$ cat src/rtl/byte_serial_adder_seq.sv
// -----------------------------------------------------------------------------
// byte_serial_adder_seq
//
// Purpose:
//   Sequencer in front of a single 8-bit ripple-carry adder stage. It takes a
//   byte-serial stream of operand pairs (least-significant byte first), adds
//   each pair together with a registered carry, chains the carry across the
//   beats of a word and emits registered sum bytes on a valid/ready stream.
//   A word is at most MAX_BYTES beats long; a word that reaches MAX_BYTES
//   beats without in_last is terminated by force and flagged in err.
//
// Parameters:
//   MAX_BYTES  maximum beats per word before a forced termination
//   CNT_W      byte-counter width, must satisfy 2**CNT_W > MAX_BYTES
//
// Optional feature (macro BYTE_SERIAL_SUB_EN):
//   Adds input in_sub. It is sampled on the first beat of each word and held
//   for the whole word. When set, the B byte is inverted and the first-beat
//   carry-in is 1, so the word computes A-B in two's complement and
//   out_cout=1 means "no borrow". Without the macro the block only adds.
//
// Ports:
//   clk        in   clock, all logic on the rising edge
//   rst_n      in   synchronous active-low reset
//   in_valid   in   operand beat valid
//   in_ready   out  block can accept a beat this cycle
//   in_a       in   [7:0] operand A byte
//   in_b       in   [7:0] operand B byte
//   in_first   in   beat is the LSB of a new word
//   in_last    in   beat is the MSB of the word
//   in_sub     in   subtract select (only with BYTE_SERIAL_SUB_EN)
//   out_valid  out  sum beat valid
//   out_ready  in   downstream accepts the sum beat
//   out_sum    out  [7:0] sum byte
//   out_last   out  sum beat is the final byte of the word
//   out_cout   out  word carry-out, only non-zero when out_last=1
//   err        out  sticky protocol error flag, cleared only by reset
// -----------------------------------------------------------------------------
module byte_serial_adder_seq #(
    parameter int unsigned MAX_BYTES = 16,
    parameter int unsigned CNT_W     = 5
) (
    input  logic       clk,
    input  logic       rst_n,
    input  logic       in_valid,
    output logic       in_ready,
    input  logic [7:0] in_a,
    input  logic [7:0] in_b,
    input  logic       in_first,
    input  logic       in_last,
`ifdef BYTE_SERIAL_SUB_EN
    input  logic       in_sub,
`endif
    output logic       out_valid,
    input  logic       out_ready,
    output logic [7:0] out_sum,
    output logic       out_last,
    output logic       out_cout,
    output logic       err
);

    typedef enum logic {
        S_IDLE = 1'b0,
        S_BUSY = 1'b1
    } state_t;

    // ---------------------------------------------------------------------
    // State and output registers
    // ---------------------------------------------------------------------
    state_t           r_state;
    logic [CNT_W-1:0] r_cnt;
    logic             r_carry;
    logic             r_err;
    logic             r_out_valid;
    logic [7:0]       r_out_sum;
    logic             r_out_last;
    logic             r_out_cout;

    // Next-state values
    state_t           w_state_nxt;
    logic [CNT_W-1:0] w_cnt_nxt;
    logic             w_carry_nxt;
    logic             w_err_nxt;
    logic             w_out_valid_nxt;
    logic [7:0]       w_out_sum_nxt;
    logic             w_out_last_nxt;
    logic             w_out_cout_nxt;

    // Datapath / decode
    logic             w_accept;
    logic             w_first_beat;
    logic             w_sub;
    logic [7:0]       w_b;
    logic             w_cin;
    logic [8:0]       w_sum9;
    logic [CNT_W-1:0] w_cnt_beat;
    logic             w_overflow;
    logic             w_word_end;
    logic             w_proto_err;

    // Single output register without a skid buffer: a new beat can only be
    // taken when the register is empty or is being drained this cycle.
    assign in_ready = !r_out_valid || out_ready;
    assign w_accept = in_valid && in_ready;

    // A beat starts a fresh word when nothing is in flight, or when it is
    // explicitly marked first (which also restarts a word already running).
    assign w_first_beat = (r_state == S_IDLE) || in_first;

`ifdef BYTE_SERIAL_SUB_EN
    logic r_sub;
    logic w_sub_nxt;

    // The operation is latched on the first beat; later beats of the same
    // word ignore in_sub.
    assign w_sub     = w_first_beat ? in_sub : r_sub;
    assign w_sub_nxt = (w_accept && w_first_beat) ? in_sub : r_sub;

    always_ff @(posedge clk) begin
        if (!rst_n) begin
            r_sub <= 1'b0;
        end else begin
            r_sub <= w_sub_nxt;
        end
    end
`else
    assign w_sub = 1'b0;
`endif

    // Subtraction is A + ~B + 1: inverted B, and the "+1" enters as the
    // carry-in of the first beat. Later beats take the chained carry.
    assign w_b    = w_sub ? ~in_b : in_b;
    assign w_cin  = w_first_beat ? w_sub : r_carry;
    assign w_sum9 = {1'b0, in_a} + {1'b0, w_b} + {8'd0, w_cin};

    // Beat count including the current beat.
    assign w_cnt_beat = w_first_beat ? CNT_W'(1) : (r_cnt + CNT_W'(1));

    // Hitting the size limit without in_last closes the word by force.
    assign w_overflow = !in_last && (w_cnt_beat == CNT_W'(MAX_BYTES));
    assign w_word_end = in_last || w_overflow;

    // Protocol violations: a word not opened with in_first, a restart in
    // the middle of a word, or a word that ran past MAX_BYTES.
    assign w_proto_err = ((r_state == S_IDLE) && !in_first) ||
                         ((r_state == S_BUSY) &&  in_first) ||
                         w_overflow;

    // ---------------------------------------------------------------------
    // Next-state / next-output logic
    // ---------------------------------------------------------------------
    always_comb begin
        w_state_nxt     = r_state;
        w_cnt_nxt       = r_cnt;
        w_carry_nxt     = r_carry;
        w_err_nxt       = r_err;
        w_out_valid_nxt = r_out_valid;
        w_out_sum_nxt   = r_out_sum;
        w_out_last_nxt  = r_out_last;
        w_out_cout_nxt  = r_out_cout;

        // Draining the output register; overwritten below if a new beat
        // is loaded in the same cycle.
        if (r_out_valid && out_ready) begin
            w_out_valid_nxt = 1'b0;
        end

        if (w_accept) begin
            w_out_valid_nxt = 1'b1;
            w_out_sum_nxt   = w_sum9[7:0];
            w_out_last_nxt  = w_word_end;
            w_out_cout_nxt  = w_word_end ? w_sum9[8] : 1'b0;

            if (w_proto_err) begin
                w_err_nxt = 1'b1;
            end

            if (w_word_end) begin
                w_state_nxt = S_IDLE;
                w_cnt_nxt   = '0;
                w_carry_nxt = 1'b0;
            end else begin
                w_state_nxt = S_BUSY;
                w_cnt_nxt   = w_cnt_beat;
                w_carry_nxt = w_sum9[8];
            end
        end
    end

    // FSM state register
    always_ff @(posedge clk) begin
        if (!rst_n) begin
            r_state <= S_IDLE;
        end else begin
            r_state <= w_state_nxt;
        end
    end

    // Datapath and output registers
    always_ff @(posedge clk) begin
        if (!rst_n) begin
            r_cnt       <= '0;
            r_carry     <= 1'b0;
            r_err       <= 1'b0;
            r_out_valid <= 1'b0;
            r_out_sum   <= '0;
            r_out_last  <= 1'b0;
            r_out_cout  <= 1'b0;
        end else begin
            r_cnt       <= w_cnt_nxt;
            r_carry     <= w_carry_nxt;
            r_err       <= w_err_nxt;
            r_out_valid <= w_out_valid_nxt;
            r_out_sum   <= w_out_sum_nxt;
            r_out_last  <= w_out_last_nxt;
            r_out_cout  <= w_out_cout_nxt;
        end
    end

    assign out_valid = r_out_valid;
    assign out_sum   = r_out_sum;
    assign out_last  = r_out_last;
    assign out_cout  = r_out_cout;
    assign err       = r_err;

endmodule

$ cat config.mk
export PLATFORM = sky130hd
export DESIGN_NAME = byte_serial_adder_seq
export DESIGN_NICKNAME = d
export VERILOG_FILES = /design/src/rtl/byte_serial_adder_seq.sv
export SDC_FILE = /design/constraint.sdc
export NUM_CORES = 1
export LEC_CHECK = 0
export CAP_MARGIN = 0
export CORE_MARGIN = 3
export CORE_UTILIZATION = 50
export CTS_CLUSTER_DIAMETER = 150
export CTS_CLUSTER_SIZE = 24
export DETAILED_ROUTE_END_ITERATION = 16
export PLACE_DENSITY = 0.83
export RECOVER_POWER = 25
export SYNTH_ARGS = -nofsm -noshare
export SYNTH_HDL_FRONTEND = slang
export SYNTH_SLANG_ARGS = --single-unit
$ cat constraint.sdc
create_clock -name clk -period 8 [get_ports clk]
set_clock_uncertainty 0.2 [all_clocks]
set_input_delay 2.4 -clock clk [delete_from_list [all_inputs] [get_ports clk]]
set_output_delay 2.4 -clock clk [all_outputs]
set_load 0.05 [all_outputs]
==> run metrics <==
drt first-iter violations 24; buffer count from post-CTS setup fixing 0; first-pass GRT wire length 4664 um; Hold-fix buffers, CTS 0; initial antenna violation count 0; most frequent cells in the layout 31 x clkdlybuf4s50_1, 19 x dfxtp_1, 14 x nand3_1; Leak Pwr approximately 0.64 nW; Cell Pwr Density 147.3 nW/um2; Hold Startpoint out_sum[4]; CP Data Arrival Time a little under 4 ns; minimum clock period approximately 6.5 ns; post-layout net count 208; CTS Buffer Depth 2; DP Wirelength 2069 um; Synth async-reset ratio 0%; share of cells above drive strength 1 5.172%; number of global-route vias before repair ~1,200; Slew Viols, Final 0; Port Buffers 34; Starting Density 53.77%; max cap viols 0; Via-to-Cell Ratio between 5 and 6; Syn Nets around 180; Die Height ~55 um; Clk Tree Root Cell clkbuf_4; CP Max Fanout 4; Clock transition at path regs 0.10 ns; Hold Crit Class reg -> reg; unrepaired setup endpoints after global routing no; RR Endpoint out_cout; antenna cells 0; crit path from out_ready; GRT overflow 0; Wirelength per Cell about 13 um; fmax roughly 150 MHz; post-CTS sizing 0; Rel. slew slack between 30% and 40%; Num CTS Buffers 3; CP required approximately 5.4 ns; CTS tree yes; Clk Latency, worst-skew pair a little under 0.3 ns; post-synthesis register bit count 19; final non-filler cell total 202; die area 3051 um2; worst vdd ir a little under 0.1 mV; Worst Hold End out_sum[4]; status complete, no violations; measured slew at the worst slew-check pin roughly 0.94 ns; Syn Area/Cell about 8.5 um2; final WL 2659 um; commonest non-fill, non-tap cell in the layout clkdlybuf4s50_1; Yosys cell types 41; worst r2r src r_state; antenna-violating nets left 0; io pins 35; GRT Total Usage a little under a fifth; Post-synth top flop dfxtp_1; DRC Markers 0; Worst Reg-to-Reg Cells 9; Hold Path Stages 2; Die W ~55 um; total core area about 2300 um2; reg2reg setup slack 5.31 ns; total negative slack 0 ns; CTS H-Tree Depth 1; Critical Path Source Type primary input; RePlAce Congestion between 0.9 and 1; number of synthesized flops with an enable pin 0; Hold Vio Cnt, Final 0; synthesized cell area 1212 um2; Inst Count DP between 150 and 200; critical path class in -> out; register area share after synthesis between 30% and 40%; Syn Inst Count approximately 140; CP Capture Type primary output; Pre-antenna DRT Iters 4; # rows 17; final period utilization about four fifths; largest net degree at the start of global routing 28; final setup fails 0; Synthesis Warnings 0; area delta synth->final 30.44%; vias around 1,200; CTS Sinks 19
worst max-delay path, stage by stage:
cell and delay, ns:
dlygate4sd3_1 0.51, nand2b_1 0.17, clkdlybuf4s50_1 0.84
power by group:
part           switching (mW)  total, mW  leakage, nW  internal (mW)
sequential            0.00358      0.105        0.156          0.101
clock                  0.0291     0.0485       0.0150         0.0194
combinational          0.0463     0.0799        0.472         0.0335
total                  0.0790      0.233        0.643          0.154
flip-flops by register name, summed over array words and instances, names as in the netlist:
signal	flops
r_cnt	5
r_carry	1
out_cout	1
out_valid	1
out_last	1
r_state	1
err	1
out_sum	8
worst max path at each step:
stage	to	slack [ns]	cells past startpoint
6_report	in_ready	1.47	3
5_1_grt	in_ready	1.44	3
4_1_cts	in_ready	1.60	3
3_5_place_dp	in_ready	1.60	3
3_3_place_gp	in_ready	1.62	3
2_1_floorplan	in_ready	2.79	1
Yosys cell counts, drive strengths merged, types with 2 or more instances:
master,n,share of area [%]
inv,7,2.2
a21oi,7,2.9
o21ai,11,4.5
clkbuf,3,0.93
fa,2,3.3
o31ai,2,1.2
xor2,5,3.6
nand3,15,6.6
o211ai,2,1.2
nor2,5,1.5
dfxtp,19,31
nor2b,5,2.6
nand3b,2,1.2
and2,2,1.0
nand2,14,4.5
a21boi,4,2.5
nand2b,6,3.7
o211a,2,1.7
a211oi,2,1.2
buf,3,1.1
ha,9,9.3
cell families (layout without fill, tap and decap cells):
logic type | after synthesis | after routing | synth area share [%]
AO/OA/AOI/OAI | 37 | 37 | 20.85
XOR/XNOR | 6 | 6 | 4.954
adder cells (fa/ha/maj) | 11 | 11 | 12.59
buffers and inverters | 13 | 45 | 4.231
flip-flops | 19 | 19 | 31.37
multiplexers | 1 | 1 | 0.8256
AND/OR/NAND/NOR | 55 | 55 | 25.18
final cells by class:
| cell class | count | area, um2 |
|---|---|---|
| fill | 192 | 673.1 |
| timing repair buffer | 34 | 340.3 |
| tap | 28 | 35.03 |
| sequential | 19 | 380.4 |
| clock buffer | 4 | 26.28 |
| multi-input combinational | 110 | 773.2 |
| inverter | 7 | 26.28 |
metrics by stage:
step | setup slack [ns] | instance area, um2 | utilization (%) | total power [mW] | hold slack (ns)
after floorplan | 2.795 | 1212 | - | 0.1586 | 0.2458
after global placement | 1.624 | 1563 | 69.31 | 0.1852 | 0.2566
after detailed placement | 1.601 | 1563 | 69.31 | 0.1875 | 0.2743
after CTS | 1.601 | 1589 | 70.48 | 0.2346 | 0.2907
after global routing | 1.439 | 1582 | 70.14 | 0.2463 | 0.3119
final | 1.473 | 1582 | 70.14 | 0.2329 | 0.2844
metal layers:
metal	wire, um	vias up	track usage, %
met2	1318	31	32.60
met3	112	6	3.505
met4	59	0	8.681
met1	1167	541	20.66
li1	-	575	-
met5	0	-	0
(Power assumes the default switching activity.)
